File: src/rtl/core_run_controller_pkg.sv
// Shared encodings for the debug run/step/breakpoint controller.
package core_run_controller_pkg;

  localparam int NUM_REGS = 32;
  localparam int IDX_W    = 5;

  // Host command encodings; 6 and 7 are undefined and behave as NOP.
  typedef enum logic [2:0] {
    CMD_NOP       = 3'd0,
    CMD_RUN       = 3'd1,
    CMD_HALT      = 3'd2,
    CMD_STEP      = 3'd3,
    CMD_RESET_CPU = 3'd4,
    CMD_DUMP      = 3'd5
  } cmd_e;

  // Controller states.
  typedef enum logic [2:0] {
    ST_CPU_RST  = 3'd0,
    ST_HALTED   = 3'd1,
    ST_RUNNING  = 3'd2,
    ST_STEP     = 3'd3,
    ST_DUMP     = 3'd4
  } state_e;

  // Why the core last stopped.
  typedef enum logic [1:0] {
    HR_RESET      = 2'd0,
    HR_HALT_CMD   = 2'd1,
    HR_STEP       = 2'd2,
    HR_BREAKPOINT = 2'd3
  } halt_reason_e;

endpackage

File: src/rtl/core_run_controller_reg_dump_seq.sv
// Register snapshot sequencer: walks indices 0..NUM_REGS-1 with a
// valid/ready handshake. start arms it at index 0; done pulses on the
// accepted transfer of the last register.
module reg_dump_seq
  import core_run_controller_pkg::*;
(
  input  logic             clk,
  input  logic             reset,
  input  logic             start,
  input  logic             ready,
  output logic             valid,
  output logic [IDX_W-1:0] index,
  output logic             done
);

  localparam logic [IDX_W-1:0] LAST_IDX = IDX_W'(NUM_REGS - 1);

  logic             active_r;
  logic [IDX_W-1:0] idx_r;
  logic             xfer_s;

  assign xfer_s = active_r && ready;
  assign valid  = active_r;
  assign index  = idx_r;
  assign done   = xfer_s && (idx_r == LAST_IDX);

  // Index counter and active flag; advancing only on accepted transfers
  // keeps the presented word stable while the host stalls.
  always_ff @(posedge clk or posedge reset) begin
    if (reset) begin
      active_r <= 1'b0;
      idx_r    <= {IDX_W{1'b0}};
    end else if (start) begin
      active_r <= 1'b1;
      idx_r    <= {IDX_W{1'b0}};
    end else if (done) begin
      active_r <= 1'b0;
      idx_r    <= {IDX_W{1'b0}};
    end else if (xfer_s) begin
      idx_r    <= idx_r + IDX_W'(1);
    end
  end

endmodule

File: src/rtl/core_run_controller.sv
// Debug run/step/breakpoint controller for the single-cycle RV32 core.
// Gates execution via cpu_en, sequences core reset, stops on a PC
// breakpoint and streams a register file snapshot while halted.
module core_run_controller
  import core_run_controller_pkg::*;
#(
  parameter int RST_CYCLES = 4,
  parameter int CNT_WIDTH  = 32
) (
  input  logic                 clk,
  input  logic                 reset,
  input  logic                 cmd_valid,
  input  logic [2:0]           cmd,
  output logic                 cmd_ready,
  input  logic                 bp_en,
  input  logic [31:0]          bp_addr,
  input  logic [31:0]          PC,
  output logic [4:0]           Debug_Source_select,
  input  logic [31:0]          Debug_out,
  output logic                 cpu_en,
  output logic                 cpu_reset,
  output logic                 dump_valid,
  input  logic                 dump_ready,
  output logic [4:0]           dump_index,
  output logic [31:0]          dump_data,
  output logic                 halted,
  output logic [1:0]           halt_reason,
  output logic [CNT_WIDTH-1:0] instr_count
);

  localparam int RST_W = (RST_CYCLES > 1) ? $clog2(RST_CYCLES) : 1;
  localparam logic [RST_W-1:0] RST_RELOAD = RST_W'(RST_CYCLES - 1);

  state_e               state_r, state_n_s;
  halt_reason_e         halt_reason_r, halt_reason_n_s;
  logic [RST_W-1:0]     rst_cnt_r;
  logic [CNT_WIDTH-1:0] instr_count_r;
  logic                 resume_r, resume_n_s;
  logic                 cmd_acc_s;
  logic                 bp_hit_s;
  logic                 enter_rst_s;
  logic                 dump_start_s;
  logic                 dump_done_s;
  logic [IDX_W-1:0]     dump_idx_s;

  assign cmd_ready   = (state_r == ST_HALTED) || (state_r == ST_RUNNING);
  assign cmd_acc_s   = cmd_valid && cmd_ready;
  // resume masks the breakpoint for the first RUNNING cycle so a RUN
  // issued while sitting on the breakpoint PC executes that instruction.
  assign bp_hit_s    = (state_r == ST_RUNNING) && bp_en && (PC == bp_addr) && !resume_r;
  assign enter_rst_s = (state_n_s == ST_CPU_RST) && (state_r != ST_CPU_RST);

  reg_dump_seq u_dump_seq (
    .clk   (clk),
    .reset (reset),
    .start (dump_start_s),
    .ready (dump_ready),
    .valid (dump_valid),
    .index (dump_idx_s),
    .done  (dump_done_s)
  );

  assign dump_index          = dump_idx_s;
  assign dump_data           = Debug_out;
  assign Debug_Source_select = (state_r == ST_DUMP) ? dump_idx_s : 5'd0;
  assign halted              = (state_r == ST_HALTED);
  assign halt_reason         = halt_reason_r;
  assign instr_count         = instr_count_r;

  // Next-state, core gating and halt-reason selection.
  always_comb begin
    state_n_s       = state_r;
    halt_reason_n_s = halt_reason_r;
    resume_n_s      = 1'b0;
    dump_start_s    = 1'b0;
    cpu_en          = 1'b0;
    cpu_reset       = 1'b0;
    case (state_r)
      ST_CPU_RST: begin
        cpu_reset = 1'b1;
        if (rst_cnt_r == {RST_W{1'b0}}) begin
          state_n_s = ST_HALTED;
        end else begin
          state_n_s = ST_CPU_RST;
        end
      end
      ST_HALTED: begin
        if (cmd_acc_s) begin
          case (cmd)
            CMD_RUN: begin
              state_n_s  = ST_RUNNING;
              resume_n_s = 1'b1;
            end
            CMD_STEP: begin
              state_n_s = ST_STEP;
            end
            CMD_DUMP: begin
              state_n_s    = ST_DUMP;
              dump_start_s = 1'b1;
            end
            CMD_RESET_CPU: begin
              state_n_s       = ST_CPU_RST;
              halt_reason_n_s = HR_RESET;
            end
            default: begin
              state_n_s = ST_HALTED;
            end
          endcase
        end else begin
          state_n_s = ST_HALTED;
        end
      end
      ST_RUNNING: begin
        // A core reset request outranks the breakpoint so an accepted
        // RESET_CPU is never dropped.
        if (cmd_acc_s && (cmd == CMD_RESET_CPU)) begin
          cpu_en          = 1'b0;
          state_n_s       = ST_CPU_RST;
          halt_reason_n_s = HR_RESET;
        end else if (bp_hit_s) begin
          cpu_en          = 1'b0;
          state_n_s       = ST_HALTED;
          halt_reason_n_s = HR_BREAKPOINT;
        end else if (cmd_acc_s && (cmd == CMD_HALT)) begin
          cpu_en          = 1'b1;
          state_n_s       = ST_HALTED;
          halt_reason_n_s = HR_HALT_CMD;
        end else begin
          cpu_en    = 1'b1;
          state_n_s = ST_RUNNING;
        end
      end
      ST_STEP: begin
        cpu_en          = 1'b1;
        state_n_s       = ST_HALTED;
        halt_reason_n_s = HR_STEP;
      end
      ST_DUMP: begin
        if (dump_done_s) begin
          state_n_s = ST_HALTED;
        end else begin
          state_n_s = ST_DUMP;
        end
      end
      default: begin
        state_n_s       = ST_CPU_RST;
        halt_reason_n_s = HR_RESET;
      end
    endcase
  end

  // State register plus reset counter, resume flag and retired count.
  always_ff @(posedge clk or posedge reset) begin
    if (reset) begin
      state_r       <= ST_CPU_RST;
      halt_reason_r <= HR_RESET;
      rst_cnt_r     <= RST_RELOAD;
      resume_r      <= 1'b0;
      instr_count_r <= {CNT_WIDTH{1'b0}};
    end else begin
      state_r       <= state_n_s;
      halt_reason_r <= halt_reason_n_s;
      resume_r      <= resume_n_s;
      if (enter_rst_s) begin
        rst_cnt_r <= RST_RELOAD;
      end else if ((state_r == ST_CPU_RST) && (rst_cnt_r != {RST_W{1'b0}})) begin
        rst_cnt_r <= rst_cnt_r - RST_W'(1);
      end
      if (enter_rst_s) begin
        instr_count_r <= {CNT_WIDTH{1'b0}};
      end else if (cpu_en) begin
        instr_count_r <= instr_count_r + CNT_WIDTH'(1);
      end
    end
  end

endmodule

File: config.mk
export PLATFORM = sky130hd
export DESIGN_NAME = core_run_controller
export DESIGN_NICKNAME = d
export VERILOG_FILES = /design/src/rtl/core_run_controller_pkg.sv /design/src/rtl/core_run_controller_reg_dump_seq.sv /design/src/rtl/core_run_controller.sv
export SDC_FILE = /design/constraint.sdc
export NUM_CORES = 1
export LEC_CHECK = 0
export ABC_AREA = 1
export CAP_MARGIN = 15
export CELL_PAD_IN_SITES_DETAIL_PLACEMENT = 1
export CELL_PAD_IN_SITES_GLOBAL_PLACEMENT = 2
export CORE_MARGIN = 2
export CORE_UTILIZATION = 21
export DETAILED_ROUTE_END_ITERATION = 8
export PLACE_DENSITY_LB_ADDON = 0.1
export SLEW_MARGIN = 20
export SYNTH_ARGS = -nofsm -noshare
export SYNTH_HDL_FRONTEND = slang
export SYNTH_SLANG_ARGS = --single-unit
File: constraint.sdc
create_clock -name clk -period 2.7 [get_ports clk]
set_input_delay 0.27 -clock clk [delete_from_list [all_inputs] [get_ports clk]]
set_output_delay 0.27 -clock clk [all_outputs]
set_load 0.05 [all_outputs]
# [Yosys cells after proc, flatten, opt, wreduce, memory -nomap -nowiden]
# Index checks and enable logic that the tools add are counted.
[word_totals] input_bits=104 ff_bits=46 word_cells=82 out_inout_bits=81
[op_classes] addsub=3 n_bitwise=1 mux=34 reduce_logical=23 eq_ne=14
[op_table] operator="$mux W32" count=2
[op_table] operator="$add A32 B1 Y32 const B" count=1
[op_table] operator="$eq A32 B32 Y1" count=1
[op_table] operator="$mux W2" count=10
[op_table] operator="$mux W5" count=4
[op_table] operator="$pmux W3 S5" count=1
[op_table] operator="$eq A3 B2 Y1 const B" count=4
[op_table] operator="$mux W1" count=12
[op_table] operator="$pmux W3 S4" count=1
[op_table] operator="$logic_and A1 B1 Y1" count=10
[op_table] operator="$eq A3 B3 Y1 const B" count=3
[op_table] operator="$pmux W2 S4" count=1
[op_table] operator="$reduce_bool A2 Y1" count=4
[op_table] operator="$eq A3 B1 Y1 const B" count=2
[op_table] operator="$logic_not A3 Y1" count=2
[op_table] operator="$mux W3" count=2
[op_table] operator="$reduce_bool A3 Y1" count=2
[op_table] operator="$add A5 B1 Y5 const B" count=1
[op_table] operator="$eq A5 B5 Y1 const B" count=1
[op_table] operator="$ne A2 B1 Y1 const B" count=2
[op_table] operator="$ne A4 B2 Y1 const B" count=1
[op_table] operator="$reduce_and A4 Y1" count=1
[op_table] operator="$logic_not A2 Y1" count=1
[op_table] operator="$pmux W1 S2" count=1
[op_table] operator="5 further kinds" count=5

# [Logic depth before layout (Yosys ltp)]
[depth] depth_word=11 ltp_mapped=17 mapped_depth_nobuf=15

# [Cells and area by module]
# A second synthesis with hierarchy kept.
[unflattened] hier_cells=557 hier_area_um2=3696.0
[by_module_without_submodules] module="core_run_controller" area_each_um2=3378.2 seq_area_each_um2=1003.5 instances=1 cells_per_inst=517
[by_module_without_submodules] module="reg_dump_seq" area_each_um2=317.8 seq_area_each_um2=150.1 instances=1 cells_per_inst=40

# [Worst setup path after synthesis]
# OpenSTA, ideal clock, no wires.
[synth_path] path_kind="reg-to-reg" startpoint="register u_dump_seq.idx_r[1], in the netlist u_dump_seq.index[1]" endpoint="register instr_count_r[15], in the netlist instr_count[15]" setup_slack_ns=0.351 path_stages_with_launch=15 required_ns=2.579 period_less_slack_ns=2.349 path_buffers=2 arrival_ns=2.228 setup_ns=0.121 path_cell_list="dfrtp_1 -> ha_1 -> inv_1 -> nor3_1 -> ha_1 -> inv_1 -> nor2_1 -> o21ai_1 -> or2_1 -> nor2_1 -> nand2_2 -> buf_6 -> buf_6 -> nand3_1 -> nand2_1"
[synth_between] elab_chain_cells=7 elab_cells_between_ends=8 classes_between="eq/ne (1); mux (3); reduce/logical (4)"
[synth_lines] element="from (decl)" line="core_run_controller_reg_dump_seq.sv:19" text="logic [IDX_W-1:0] idx_r;"
[synth_lines] element="from (signal assigned)" line="core_run_controller_reg_dump_seq.sv:32" text="idx_r <= {IDX_W{1'b0}};"
[synth_lines] element="from (signal assigned)" line="core_run_controller_reg_dump_seq.sv:35" text="idx_r <= {IDX_W{1'b0}};"
[synth_lines] element="from (signal assigned)" line="core_run_controller_reg_dump_seq.sv:38" text="idx_r <= {IDX_W{1'b0}};"
[synth_lines] element="$eq A5 B5 Y1 (*)" line="core_run_controller_reg_dump_seq.sv:25" text="assign done = xfer_s && (idx_r == LAST_IDX);"
[synth_lines] element="$logic_and A1 B1 Y1 (*)" line="core_run_controller_reg_dump_seq.sv:25"
[synth_lines] element="$mux W3 (*)" line="core_run_controller.sv:139" text="if (dump_done_s) begin"
[synth_lines] element="$pmux W3 S5 (*)" line="core_run_controller.sv:78" text="case (state_r)"
[synth_lines] element="named net state_n_s[2]" line="core_run_controller.sv:34" text="state_e state_r, state_n_s;"
[synth_lines] element="$logic_not A3 Y1 (*)" line="core_run_controller.sv:51" text="assign enter_rst_s = (state_n_s == ST_CPU_RST) && (state_r != ST_CPU_RST);"
[synth_lines] element="$logic_and A1 B1 Y1 (*)" line="core_run_controller.sv:51"
[synth_lines] element="$mux W32 or $reduce_bool A2 Y1 (tied branches)"
[synth_lines] element="to (signal assigned)" line="core_run_controller.sv:159" text="instr_count_r <= {CNT_WIDTH{1'b0}};"
[synth_lines] element="to (signal assigned)" line="core_run_controller.sv:170" text="instr_count_r <= {CNT_WIDTH{1'b0}};"
[synth_lines] element="to (signal assigned)" line="core_run_controller.sv:172" text="instr_count_r <= instr_count_r + CNT_WIDTH'(1);"
[synth_lines] element="to (decl)" line="core_run_controller.sv:37" text="logic [CNT_WIDTH-1:0] instr_count_r;"
# Mark *: on every way through the listed nets, which the timed path passes. The rest lies on a longest branch.
# A chain may end at the register's enable or synchronous reset.

# [Worst setup path in the final report]
[layout_path] startpoint="input bp_addr[7]" endpoint="output cpu_en"
[layout_between] elab_chain_cells=6
[layout_lines] element="from (decl)" line="core_run_controller.sv:16" text="input logic [31:0] bp_addr,"
[layout_lines] element="$eq A32 B32 Y1" line="core_run_controller.sv:50" text="assign bp_hit_s = (state_r == ST_RUNNING) && bp_en && (PC == bp_addr) && !resume_r;"
[layout_lines] element="$logic_and A1 B1 Y1 (2 in series)" line="core_run_controller.sv:50"
[layout_lines] element="$mux W1" line="core_run_controller.sv:120" text="end else if (bp_hit_s) begin"
[layout_lines] element="$mux W1" line="core_run_controller.sv:116" text="if (cmd_acc_s && (cmd == CMD_RESET_CPU)) begin"
[layout_lines] element="$pmux W1 S2" line="core_run_controller.sv:78"
[layout_lines] element="to (decl)" line="core_run_controller.sv:20" text="output logic cpu_en,"
# Every way passes these cells.

==> impl_metrics.json <==
{
  "status": "completed",
  "syn_area_um2": 4192,
  "ys_types": 33,
  "nets": 898,
  "placed_cells": 1048,
  "clk_pin_slew_ns": 0.07,
  "dp_hpwl_um": 12590,
  "power_mw": 3.037,
  "die_x_um": 145.3,
  "final_area_um2": 5685,
  "finClkSkew_ns": 0.008306,
  "path_class": "in2out",
  "routed_via_density": 4.173,
  "synth_fp_nets": 805,
  "post-synth-top-count-cell": "nand2_1",
  "track_usage": 0.1394,
  "ir_drop_v": 0.0002375,
  "grt_pass1_wl_um": 23940,
  "wl_per_cell_um": 13.87,
  "antenna_cells": 0,
  "setup_viol": 0,
  "drive_above_1_share": 0.06068,
  "cts_max_level": 2,
  "wirelength_um": 14640,
  "arrival_ns": 2.10,
  "die_y_um": 145.3,
  "cts-root-buf": "clkbuf_16",
  "leakagePower_nw": 2.936,
  "hold_slack_ns": 0.2565,
  "ys_seq_area_frac": 0.2752,
  "core_um2": 19530,
  "grt_max_degree": 29,
  "synth_cells": 697,
  "antenna_found_initial": 0,
  "overflow": 0,
  "ctsResizeCount": 0,
  "clock_latency_ns": 0.29,
  "drc_errors": 0,
  "synth_commonest_cells": "216 x nand2_1, 141 x inv_1, 85 x nor2_1, 63 x nand3_1, 44 x dfrtp_1",
  "worst_slew_pin_slew_ns": 0.5703,
  "cap_viol_max_count": 0,
  "hold_violations": 0,
  "stdcell_count": 1056,
  "synth_seq_cells": 46,
  "synth_top_area_share": 0.2627,
  "die_area_um2": 21110,
  "routed-via-count": 4407,
  "cts_setup_buffers": 0,
  "syn_area_per_cell_um2": 6.014,
  "ios": 185,
  "period_minus_slack_ns": 2.372,
  "yosysTopAreaCell": "dfrtp_1",
  "required_ns": 2.43,
  "synth-edff-count": 0,
  "drt_iter0_drc": 151,
  "portBuffers": 120,
  "start_util": 0.2147,
  "cp_max_fo": 21,
  "firstDrtPassIters": 4,
  "setup_tns_ns": 0,
  "postCtsHoldBufs": 0,
  "cp-start-kind": "input port",
  "rows": 51,
  "clockBufferDepth": 2,
  "fin_crit_sh": 0.8786,
  "cts_tree": "done",
  "fmax_mhz": 421.5,
  "placed_cell_area_um2": 5487,
  "area_growth_pct": 35.64,
  "cts.sinks": 46,
  "maxSlewViolCount": 0,
  "end_kind": "primary output",
  "async_reset_ff_frac": 1.000,
  "ys.warnings.count": 0,
  "rsz0062_at_grt": "false",
  "hold_class": "in2async",
  "synthTopCellsByArea": "dfrtp_1 26%, nand2_1 19%, inv_1 13%, nor2_1 7.6%, nand3_1 7.5%",
  "ant_nets": 0,
  "numCtsBuffers": 5,
  "synth-main-ff-cell": "dfrtp_1",
  "slew_headroom": 0.6186,
  "grt_pass1_vias": 4677,
  "p_per_area_nw_per_um2": 534.2,
  "gp_congestion": 0.8011
}
layout make-up:
class | count | area [um^2]
Fill cell | 2493 | 13840
Multi-Input combinational cell | 461 | 2171
Timing Repair Buffer | 129 | 1279
Sequential cell | 46 | 1154
Inverter | 147 | 551.8
Tap cell | 265 | 331.6
Clock buffer | 6 | 138.9
Clock inverter | 2 | 60.06
critical path, cell delays in order:
cell and delay (ns):
clkdlybuf4s50_1 0.52, inv_1 0.06, nand2_1 0.08, nand2_1 0.06, nor2_1 0.16, nand4_1 0.10
nor2_1 0.16, nand3_2 0.13, nand2_1 0.09, nand2_2 0.06, buf_4 0.22, buf_12 0.18
path summary, 6_finish.rpt:
check                                          from               to  slack, ns  cells past startpoint
worst max-delay path                     bp_addr[7]           cpu_en       0.33                     12
worst min-delay path                          reset   instr_count[3]       0.26                      2
worst max register to register  u_dump_seq.index[1]  instr_count[29]       0.34                     13
worst min register to register       halt_reason[0]   halt_reason[0]       0.51                      2
max in group asynchronous                     reset     rst_cnt_r[1]       1.81                      3
min in group clk                     halt_reason[0]   halt_reason[0]       0.51                      2
layer usage:
| metal | track usage | share of wire | vias to the layer above |
|---|---|---|---|
| met1 | 0.1826 | 0.47 | 2045 |
| met3 | 0.01824 | 0.034 | 9 |
| li1 | - | - | 2265 |
| met4 | 0.02549 | 0.0074 | 0 |
| met5 | 0 | 0 | - |
| met2 | 0.2467 | 0.48 | 88 |
sequential cells by signal, indices dropped and copies added (netlist names):
| register | cells |
|---|---|
| state_r | 3 |
| rst_cnt_r | 2 |
| halt_reason | 2 |
| resume_r | 1 |
| u_dump_seq.valid | 1 |
| u_dump_seq.index | 5 |
| instr_count | 32 |
metrics by stage:
stage | utilization | worst slack (ns)
global placement | 0.2810 | 0.2345
detailed placement | 0.2810 | 0.2049
floorplan | - | 0.3509
global route | 0.2912 | 0.07026
CTS | 0.2912 | 0.2832
finish | 0.2912 | 0.3278
cell families (layout without fill, tap and decap cells):
group                    count (synthesis)  after routing  synth area share
AO/OA/AOI/OAI                           14             14           0.01821
adder cells (fa/ha/maj)                  4              4           0.01194
AND/OR/NAND/NOR                        422            422            0.4439
buffers and inverters                  190            284            0.2069
flip-flops                              46             46            0.2752
XOR/XNOR                                21             21           0.04388
power breakdown:
group          switching [mW]  internal, mW  leakage [nW]
sequential             0.0703         0.783         0.625
combinational           0.890         0.459          2.21
clock                   0.278         0.556        0.0971
layout by cell type, fill, tap and decap left out, types with 2 or more instances in the layout:
cell type | synthesis | routed
a21oi_1 | 2 | 2
buf_4 | 33 | 9
bufinv_16 | 0 | 2
clkbuf_16 | 0 | 5
clkdlybuf4s50_1 | 0 | 119
dfrtp_1 | 44 | 44
dfstp_2 | 2 | 2
ha_1 | 4 | 4
inv_1 | 141 | 140
inv_2 | 5 | 6
nand2_1 | 216 | 216
nand2_2 | 4 | 4
nand3_1 | 63 | 63
nand3_2 | 8 | 8
nand4_1 | 21 | 21
nor2_1 | 85 | 85
nor2_2 | 3 | 3
nor2_4 | 2 | 2
nor3_1 | 10 | 10
nor3_2 | 2 | 2
nor4_1 | 3 | 3
o21ai_0 | 9 | 9
xnor2_1 | 8 | 8
xor2_1 | 13 | 13
Power figures use the tool's default switching activity.
